--- config.mk ---
export PLATFORM = sky130hd
export DESIGN_NAME = mod_arbiter_flat
export DESIGN_NICKNAME = d
export VERILOG_FILES = /design/src/rtl/mod_pkg.sv /design/src/rtl/mod_if.sv /design/src/rtl/mod_seq_core.sv /design/src/rtl/mod_arbiter.sv /design/src/flat_wrapper.sv
export SDC_FILE = /design/constraint.sdc
export NUM_CORES = 1
export LEC_CHECK = 0
export CAP_MARGIN = 20
export CORE_MARGIN = 8
export CORE_UTILIZATION = 45
export CTS_CLUSTER_SIZE = 16
export DETAILED_ROUTE_END_ITERATION = 16
export GPL_ROUTABILITY_DRIVEN = 0
export PLACE_DENSITY = 0.86
export SLEW_MARGIN = 10
export SYNTH_ARGS = -nofsm -noshare
export SYNTH_HDL_FRONTEND = slang
export SYNTH_SLANG_ARGS = --single-unit
--- constraint.sdc ---
create_clock -name clk -period 1.7 [get_ports clk]
set_input_delay 0.17 -clock clk [delete_from_list [all_inputs] [get_ports clk]]
set_output_delay 0.17 -clock clk [all_outputs]
set_load 0.1 [all_outputs]
--- src/rtl/mod_pkg.sv ---
// Shared types and helpers for the shared sequential modulo unit.
package mod_pkg;

   typedef enum logic [1:0] {IDLE, CALC, DONE} mod_state_t;

   localparam int MOD_WIDTH = 4;
   localparam int MOD_NREQ  = 2;
   localparam int MAX_NREQ  = 32;

   // Round-robin search: first requester after 'last', wrapping, among nreq lanes.
   function automatic int rr_next(input logic [MAX_NREQ-1:0] req, input int nreq, input int last);
      int  pick;
      int  idx;
      bit  found;
      pick  = last;
      found = 1'b0;
      for (int i = 1; i <= MAX_NREQ; i++) begin
         if (i <= nreq && !found) begin
            idx = last + i;
            if (idx >= nreq) idx = idx - nreq;
            if (req[idx[4:0]]) begin
               pick  = idx;
               found = 1'b1;
            end
         end
      end
      return pick;
   endfunction

endpackage

--- src/rtl/mod_if.sv ---
// Requester-side bus of the modulo arbiter: per-client requests/operands and shared results.
interface mod_if import mod_pkg::*; #(
   parameter int WIDTH = MOD_WIDTH,
   parameter int NREQ  = MOD_NREQ
);
   logic [NREQ-1:0]             req_i;
   logic [NREQ-1:0][WIDTH-1:0]  a_i;
   logic [NREQ-1:0][WIDTH-1:0]  b_i;
   logic [NREQ-1:0]             gnt_o;
   logic [NREQ-1:0]             done_o;
   logic [WIDTH-1:0]            c_o;
   logic                        err_o;
   logic                        busy_o;

   modport master (
      output req_i, a_i, b_i,
      input  gnt_o, done_o, c_o, err_o, busy_o
   );

   modport slave (
      input  req_i, a_i, b_i,
      output gnt_o, done_o, c_o, err_o, busy_o
   );
endinterface

--- src/rtl/mod_seq_core.sv ---
// Restoring shift-subtract remainder engine: one step per enabled cycle, WIDTH steps per operand.
module mod_seq_core import mod_pkg::*; #(
   parameter int WIDTH = MOD_WIDTH
) (
   input  logic             clk,
   input  logic             rst_n,
   input  logic             load,
   input  logic             en,
   input  logic [WIDTH-1:0] a,
   input  logic [WIDTH-1:0] b,
   output logic [WIDTH-1:0] rem,
   output logic             last_step,
   output logic             div_zero
);
   localparam int CW = (WIDTH > 1) ? $clog2(WIDTH) : 1;

   logic [WIDTH-1:0] r;
   logic [WIDTH-1:0] q;
   logic [WIDTH-1:0] b_q;
   logic [CW-1:0]    cnt;
   logic [WIDTH:0]   r_sh;
   logic [WIDTH-1:0] r_nxt;

   // After a subtract the partial remainder is below b, so WIDTH bits suffice to store it.
   always_comb begin
      r_sh = {r, q[WIDTH-1]};
      if (r_sh >= {1'b0, b_q}) r_nxt = WIDTH'(r_sh - {1'b0, b_q});
      else                     r_nxt = r_sh[WIDTH-1:0];
   end

   always_ff @(posedge clk or negedge rst_n) begin
      if (!rst_n) begin
         r   <= '0;
         q   <= '0;
         b_q <= '0;
         cnt <= '0;
      end else if (load) begin
         r   <= '0;
         q   <= a;
         b_q <= b;
         cnt <= CW'(WIDTH - 1);
      end else if (en) begin
         r <= r_nxt;
         q <= q << 1;
         if (cnt != '0) cnt <= cnt - 1'b1;
      end
   end

   // rem is the value the step in progress produces; it is final when last_step is high.
   assign rem       = r_nxt;
   assign last_step = en && (cnt == '0);
   assign div_zero  = (b_q == '0);

endmodule

--- src/rtl/mod_arbiter.sv ---
// Round-robin front end sharing one sequential modulo engine among NREQ requesters.
//
// state | meaning
// IDLE  | waiting for any request; accepts one round-robin and loads the engine
// CALC  | engine runs one restoring step per cycle for WIDTH cycles
// DONE  | one-cycle done pulse to the granted requester with remainder and error
module mod_arbiter import mod_pkg::*; #(
   parameter int WIDTH = MOD_WIDTH,
   parameter int NREQ  = MOD_NREQ
) (
   input  logic clk,
   input  logic rst_n,
   mod_if.slave bus
);
   localparam int IW = (NREQ > 1) ? $clog2(NREQ) : 1;

   mod_state_t       state;
   logic [IW-1:0]    ptr;
   logic [IW-1:0]    pick;
   logic [WIDTH-1:0] a_sel;
   logic [WIDTH-1:0] b_sel;
   logic             load;
   logic             en;
   logic [WIDTH-1:0] rem;
   logic             last_step;
   logic             div_zero;

   logic [NREQ-1:0]  gnt_q;
   logic [NREQ-1:0]  done_q;
   logic [WIDTH-1:0] c_q;
   logic             err_q;
   logic             busy_q;

   always_comb begin
      pick  = IW'(rr_next(MAX_NREQ'(bus.req_i), NREQ, int'(ptr)));
      a_sel = bus.a_i[pick];
      b_sel = bus.b_i[pick];
   end

   assign load = (state == IDLE) && (|bus.req_i);
   assign en   = (state == CALC);

   mod_seq_core #(.WIDTH(WIDTH)) u_core (
      .clk       (clk),
      .rst_n     (rst_n),
      .load      (load),
      .en        (en),
      .a         (a_sel),
      .b         (b_sel),
      .rem       (rem),
      .last_step (last_step),
      .div_zero  (div_zero)
   );

   // Pointer resets to the last lane so the first search starts at requester 0.
   always_ff @(posedge clk or negedge rst_n) begin
      if (!rst_n) begin
         state  <= IDLE;
         ptr    <= IW'(NREQ - 1);
         gnt_q  <= '0;
         done_q <= '0;
         c_q    <= '0;
         err_q  <= 1'b0;
         busy_q <= 1'b0;
      end else begin
         case (state)
            IDLE: begin
               if (|bus.req_i) begin
                  gnt_q  <= NREQ'(1) << pick;
                  ptr    <= pick;
                  busy_q <= 1'b1;
                  state  <= CALC;
               end
            end
            CALC: begin
               if (last_step) begin
                  done_q <= gnt_q;
                  c_q    <= rem;
                  err_q  <= div_zero;
                  state  <= DONE;
               end
            end
            DONE: begin
               done_q <= '0;
               err_q  <= 1'b0;
               gnt_q  <= '0;
               busy_q <= 1'b0;
               state  <= IDLE;
            end
            default: state <= IDLE;
         endcase
      end
   end

   assign bus.gnt_o  = gnt_q;
   assign bus.done_o = done_q;
   assign bus.c_o    = c_q;
   assign bus.err_o  = err_q;
   assign bus.busy_o = busy_q;

endmodule

--- src/flat_wrapper.sv ---
// flat-port wrapper written by rule: the top's interface ports become plain ports
module mod_arbiter_flat import mod_pkg::*;
#(
   parameter int WIDTH = MOD_WIDTH,
   parameter int NREQ  = MOD_NREQ
)
  (clk, rst_n, bus_req_i, bus_a_i, bus_b_i, bus_gnt_o, bus_done_o, bus_c_o, bus_err_o, bus_busy_o);
  mod_if #(.WIDTH(WIDTH), .NREQ(NREQ)) bus_i ();
  input  logic clk;
  input  logic rst_n;
  input wire logic [$bits(bus_i.req_i)-1:0] bus_req_i;
  input wire logic [$bits(bus_i.a_i)-1:0] bus_a_i;
  input wire logic [$bits(bus_i.b_i)-1:0] bus_b_i;
  output wire logic [$bits(bus_i.gnt_o)-1:0] bus_gnt_o;
  output wire logic [$bits(bus_i.done_o)-1:0] bus_done_o;
  output wire logic [$bits(bus_i.c_o)-1:0] bus_c_o;
  output wire logic [$bits(bus_i.err_o)-1:0] bus_err_o;
  output wire logic [$bits(bus_i.busy_o)-1:0] bus_busy_o;
  assign bus_i.req_i = bus_req_i;
  assign bus_i.a_i = bus_a_i;
  assign bus_i.b_i = bus_b_i;
  assign bus_gnt_o = bus_i.gnt_o;
  assign bus_done_o = bus_i.done_o;
  assign bus_c_o = bus_i.c_o;
  assign bus_err_o = bus_i.err_o;
  assign bus_busy_o = bus_i.busy_o;
  mod_arbiter #(.WIDTH(WIDTH), .NREQ(NREQ)) u_core (.clk(clk), .rst_n(rst_n), .bus(bus_i));
endmodule
=== After elaboration in Yosys (flattened, before gate mapping) ===
Index checks and enable logic that the tools add are counted.

* Output and inout port bits: 10
* Register bits: 27
* Input bits: 20
* Logic and storage cells: 79

* $lt $le $gt $ge: 6
* Shift-type cells: 1
* Muxes and demuxes: 34
* Add/subtract/negate cells: 6
* Eq/ne operators: 4
* Reductions and logical operators: 17

{| class="wikitable"
|+ Operators with widths
! operator !! count
|-
| 32-bit by 3-bit greater-or-equal comparator with 1-bit output (second input constant) || 2
|-
| 4-bit 2-to-1 mux || 9
|-
| 5-bit 2-to-1 mux || 3
|-
| 2-bit 2-to-1 mux || 7
|-
| 5-bit by 6-bit less-than comparator with 1-bit output (second input constant) || 2
|-
| 2-bit case mux with 2 select lines || 3
|-
| 2-bit AND reduction || 6
|-
| 1-bit binary-select mux with 5-bit select || 2
|-
| 2-bit nonzero test || 5
|-
| 1-bit 2-to-1 mux || 8
|-
| 5-bit by 4-bit greater-or-equal comparator with 1-bit output || 1
|-
| 2-bit zero test || 2
|-
| 4-bit zero test || 1
|-
| 2-bit inequality test (second input constant) || 2
|-
| 1-bit case mux with 2 select lines || 2
|-
| 3-bit by 2-bit subtractor with 4-bit output (second input constant) || 1
|-
| 4-bit subtractor || 1
|-
| 1-bit by 2-bit adder with 3-bit output (second input constant) || 1
|-
| 2-bit by 2-bit subtractor with 3-bit output (second input constant) || 1
|-
| 1-bit by 1-bit adder with 2-bit output (second input constant) || 1
|-
| 2-bit by 1-bit equality test with 1-bit output (second input constant) || 1
|-
| 2-bit equality test (second input constant) || 1
|-
| 1-bit logical AND || 2
|-
| 1-bit by 2-bit less-than comparator with 1-bit output (second input constant) || 1
|-
| other kinds (3) || 3
|}

=== Longest topological paths before layout ===
* Depth after elaboration: 14
* Depth in mapped cells: 7

=== By module ===
From an unflattened synthesis, not the netlist that was laid out.

* Cell total of the unflattened synthesis: 153
* Area total of the unflattened synthesis: 1,571.5 um2

{| class="wikitable"
|+ Modules (own cells, without submodules)
! module !! sequential area each (um2) !! times used !! area an instance (um2) !! cells each
|-
| mod_seq_core || 350.3 || 1 || 888.4 || 93
|-
| mod_arbiter || 326.6 || 1 || 683.2 || 60
|}

=== Least setup slack after synthesis ===
Ideal clock, no wire load.

* Kind: register -> register
* Start point: register u_core.u_core.q[3]
* End point: register u_core.c_q[0], in the netlist u_core.bus.c_o[0]
* Library setup time: 76 ps
* Cell stages (with the launch flop): 8
* Period minus slack after synthesis: 1,704 ps
* Setup slack: -4 ps
* Arrival: 1,628 ps
* Cells stage by stage: dfrtp_1 -> inv_1 -> ha_1 -> nand2b_1 -> a211oi_2 -> o21ai_2 -> mux2_4 -> o21ai_2

* Cells in the longest elaborated chain, start to end: 2
* Elaborated cells on any way between the ends: 3
* Those cells by class: add/sub (1); order compare (1); mux (1)

{| class="wikitable"
|+ Ends and longest elaborated chain
! what !! line !! RTL
|-
| start: declaration || mod_seq_core.sv:18 || <nowiki>logic [WIDTH-1:0] q;</nowiki>
|-
| start signal: assignment || mod_seq_core.sv:44 || <nowiki>q <= q << 1;</nowiki>
|-
| 4-bit subtractor / 5-bit by 4-bit greater-or-equal comparator with 1-bit output (equally long branches) || mod_seq_core.sv:27 || <nowiki>if (r_sh >= {1'b0, b_q}) r_nxt = WIDTH'(r_sh - {1'b0, b_q});</nowiki>
|-
| 4-bit 2-to-1 mux * || mod_seq_core.sv:27 ||
|-
| end signal: assignment || mod_arbiter.sv:78 || <nowiki>c_q <= rem;</nowiki>
|-
| end: declaration || mod_arbiter.sv:30 || <nowiki>logic [WIDTH-1:0] c_q;</nowiki>
|}

Mark *: on every way between the ends. The rest lies on a longest branch, timed or not.
A chain may end at the register's enable or synchronous reset.

=== Worst setup path after layout ===
* Start point: register u_core.u_core.b_q[1]
* End point: register u_core.u_core.r[0]

* Cells in the longest elaborated chain, start to end: 4

{| class="wikitable"
|+ Ends and longest elaborated chain
! what !! line !! RTL
|-
| start: declaration || mod_seq_core.sv:19 || <nowiki>logic [WIDTH-1:0] b_q;</nowiki>
|-
| start signal: assignment || mod_seq_core.sv:35 || <nowiki>b_q <= '0;</nowiki>
|-
| start signal: assignment || mod_seq_core.sv:40 || <nowiki>b_q <= b;</nowiki>
|-
| 5-bit by 4-bit greater-or-equal comparator with 1-bit output || mod_seq_core.sv:27 ||
|-
| 4-bit 2-to-1 mux || mod_seq_core.sv:27 ||
|-
| 4-bit 2-to-1 mux || mod_seq_core.sv:42 || <nowiki>end else if (en) begin</nowiki>
|-
| 4-bit 2-to-1 mux || mod_seq_core.sv:37 || <nowiki>end else if (load) begin</nowiki>
|-
| end signal: assignment || mod_seq_core.sv:43 || <nowiki>r <= r_nxt;</nowiki>
|-
| end: declaration || mod_seq_core.sv:17 || <nowiki>logic [WIDTH-1:0] r;</nowiki>
|}

Every way passes these cells. The select of a mux whose other input is x is not followed.

==> results.md <==
- Critical path required time: 1.96 ns
- DR pass1 iterations: 5
- Top delay family on crit path: compound AO/OA/AOI/OAI gates
- Synth top area cells: dfrtp_1 46%, mux2i_1 7.0%, nand2_1 6.6%
- GR Overflow Total: 0
- P&R area growth vs syn: 42.6%
- Arrival @ worst endpoint: 2.04 ns
- CP max stage delay: 0.39 ns
- PnR worst setup slack: -0.0815 ns
- R2r startpoint: u_core.u_core.b_q[1]$_DFFE_PN0P_
- Worst path slowest cell: dfrtp_1
- Vias: 1231
- WL per Instance: 14.7 µm
- Final hold violations: 0
- Most common cell on crit path: o21ai_2
- Wl on met1: 1.44 mm
- Antenna violations before repair: 0
- Synth area leader: dfrtp_1
- Worst r2r dst: u_core.u_core.r[0]$_DFFE_PN0P_
- Pin count of the biggest net entering global routing: 28
- Stages on worst setup path: 6
- Vias per cell: 5.31
- R2R setup slack: -0.08 ns
- Syn nets: 171
- Die height: 72.3 µm
- Site row count: 20
- Status: finished, violations left
- Critical path startpoint category: flip-flop
- Capturing element type of the critical path: flip-flop
- Setup TNS: -0.149 ns
- Ports: 30
- Flops & latches, synth: 27
- CTS tree: yes
- Failing checks: negative setup slack
- # DRC: 0
- Slew Viols, Final: 0
- Least-Margin Pin Slew: 0.400 ns
- Met2 Wirelength: 1.77 mm
- Critical path class: flip-flop to flip-flop
- Clock-pin slew on the worst setup and hold paths: 0.15 ns
- Layout Skew: 0.00587 ns
- Mapped Cells: 145
- WL final: 3.40 mm
- Antenna diodes: 0
- Synthesized area per cell: 9.84 µm²
- Die ar.: 5230 µm²
- Top layer in use: met4
- Worst reg-to-reg path cell count: 6
- Max_slew headroom: 72.9%
- Final setup fails: 2
- Nets: 215
- Starting Density: 47.1%
- Worst path cell trace: inv_1, ha_1, a211oi_4, o21ai_2, mux2_4, o21ai_2
- Routed met3 length: 117 µm
- Sequential cell area fraction in the yosys report: 47.5%
- Number of port buffers: 29
- RSZ-0062 raised after global routing: true
- Root buffer cell: clkbuf_4
- Crit path from: u_core.u_core.b_q[1]$_DFFE_PN0P_
- Number of global-route vias before repair: 1303
- Worst-Skew Late Latency: 0.32 ns
- Drt first-iter violations: 53
- Share of cells above drive strength 1: 23.9%
- Peak Freq: 561 MHz
- Sink Count: 27
- CP bufs+invs: 1
- Synth warn: 0
- Final worst-path cycle share: 105%
- Critical-path maximum fanout: 3
- CTS max path bufs: 2
- Hpwl dp: 2.55 mm
- Cell variety after synth: 35
- Antenna-violating nets left: 0
- GRT Util Overall: 13.5%
- Die W: 72.3 µm
- Max cap viols: 0
- CTS H-tree lvls: 1
- Mapped Area: 1430 µm²
- Share of Yosys cell area claimed by the top area cell type: 45.6%
- Worst Hold Class: primary input to async pin
- Core ar.: 3030 µm²
- Tmin final: 1.78 ns
- CTS Buf Count: 3
- First-pass GRT wire length: 5.76 mm
## per-stage QoR
step | hold WS, ns | area [µm²] | util (%) | cells | setup WS (ns)
6_report | 0.193 | 2030 | 67.2 | 232 | -0.0815
3_5_place_dp | 0.481 | 1930 | 63.8 | 225 | -0.148
2_1_floorplan | -0.126 | 1430 | - | 145 | 0.0302
3_3_place_gp | 0.469 | 1930 | 63.8 | 225 | -0.0334
5_1_grt | 0.212 | 2030 | 67.2 | 232 | -0.168
4_1_cts | 0.194 | 2000 | 66.2 | 230 | -0.0522
## cells in the mapped netlist
cell type  number
mux2i_1        10
clkbuf_1        1
o21ai_2         3
a211oi_1        1
nor4b_1         1
a22o_1          3
nand3b_1        2
xnor2_1         1
nand2b_1        3
nor2_1          7
and3_1          1
nand3_1         2
buf_2           2
dfrtp_1        26
ha_1            5
mux2_4          1
o21ai_0        17
o21a_1          2
a31oi_1         1
xor2_1          1
clkbuf_2        1
a21oi_2         1
a211oi_2        1
dfstp_2         1
or2_2           1
o22ai_1         3
fa_1            1
a21oi_1         5
buf_6           1
nor3_1          3
nand2_1        25
o211a_1         1
mux2i_4         1
or3_1           1
inv_1           9
## flip-flops by register name, indices dropped and copies added (netlist names)
register           cells
u_core.u_core.q        4
u_core.bus.gnt_o       2
u_core.bus.done_o      2
u_core.bus.c_o         4
u_core.u_core.r        4
u_core.state           2
u_core.u_core.cnt      2
u_core.ptr             1
u_core.u_core.b_q      4
u_core.bus.err_o       1
u_core.bus.busy_o      1
## layout by cell type, fill, tap and decap left out, types with 3 or more instances in the layout
cell,n
a21oi_1,4
a22o_1,3
buf_12,10
buf_4,15
clkbuf_4,3
clkdlybuf4s50_1,19
dfrtp_1,26
ha_1,3
inv_1,8
mux2i_1,9
nand2_1,25
nor2_1,7
nor3_1,3
o21ai_0,10
o21ai_1,7
o21ai_2,3
o22ai_1,3
## metal layers
metal / track usage [%] / up-vias
li1: - / 593
met1: 15.8 / 597
met2: 23.7 / 33
met3: 1.93 / 8
met4: 6.35 / 0
met5: 0 / -
## how the worst max path moves through the flow
stage / endpoint / slack, ns
5_1_grt: u_core.u_core.r[0]$_DFFE_PN0P_ / -0.17
2_1_floorplan: u_core.bus.c_o[0]$_DFFE_PN0P_ / 0.03
6_report: u_core.u_core.r[0]$_DFFE_PN0P_ / -0.08
4_1_cts: u_core.u_core.r[0]$_DFFE_PN0P_ / -0.05
3_5_place_dp: u_core.bus.c_o[3]$_DFFE_PN0P_ / -0.15
3_3_place_gp: u_core.bus.c_o[0]$_DFFE_PN0P_ / -0.03
## kinds of logic after synthesis
family	count (synthesis)	synth area share [%]
simple gates	46	14.5
compound gates	38	16.9
flops	27	47.5
buf+inv	14	4.47
mux	12	9.65
fa+ha+maj	6	5.79
xor+xnor	2	1.23
## cell type report
class	count	area [µm²]
Fill cell	214	993
Multi-Input combinational cell	104	738
Sequential cell	27	677
Timing Repair Buffer	44	503
Tap cell	44	55.1
Inverter	9	33.8
Clock buffer	3	22.5
Clock inverter	1	5.00
## what timing repair did
action                     4_1_cts  5_1_grt
gates resized for setup          9        8
hold buffers                     0        0
pin swaps                        5        4
setup buffers                    1        2
setup endpoints to repair        8        9
Power is left out: the tool's default activity adds up to more than one toggle a clock period on the data nets, which glitch-free logic cannot reach.
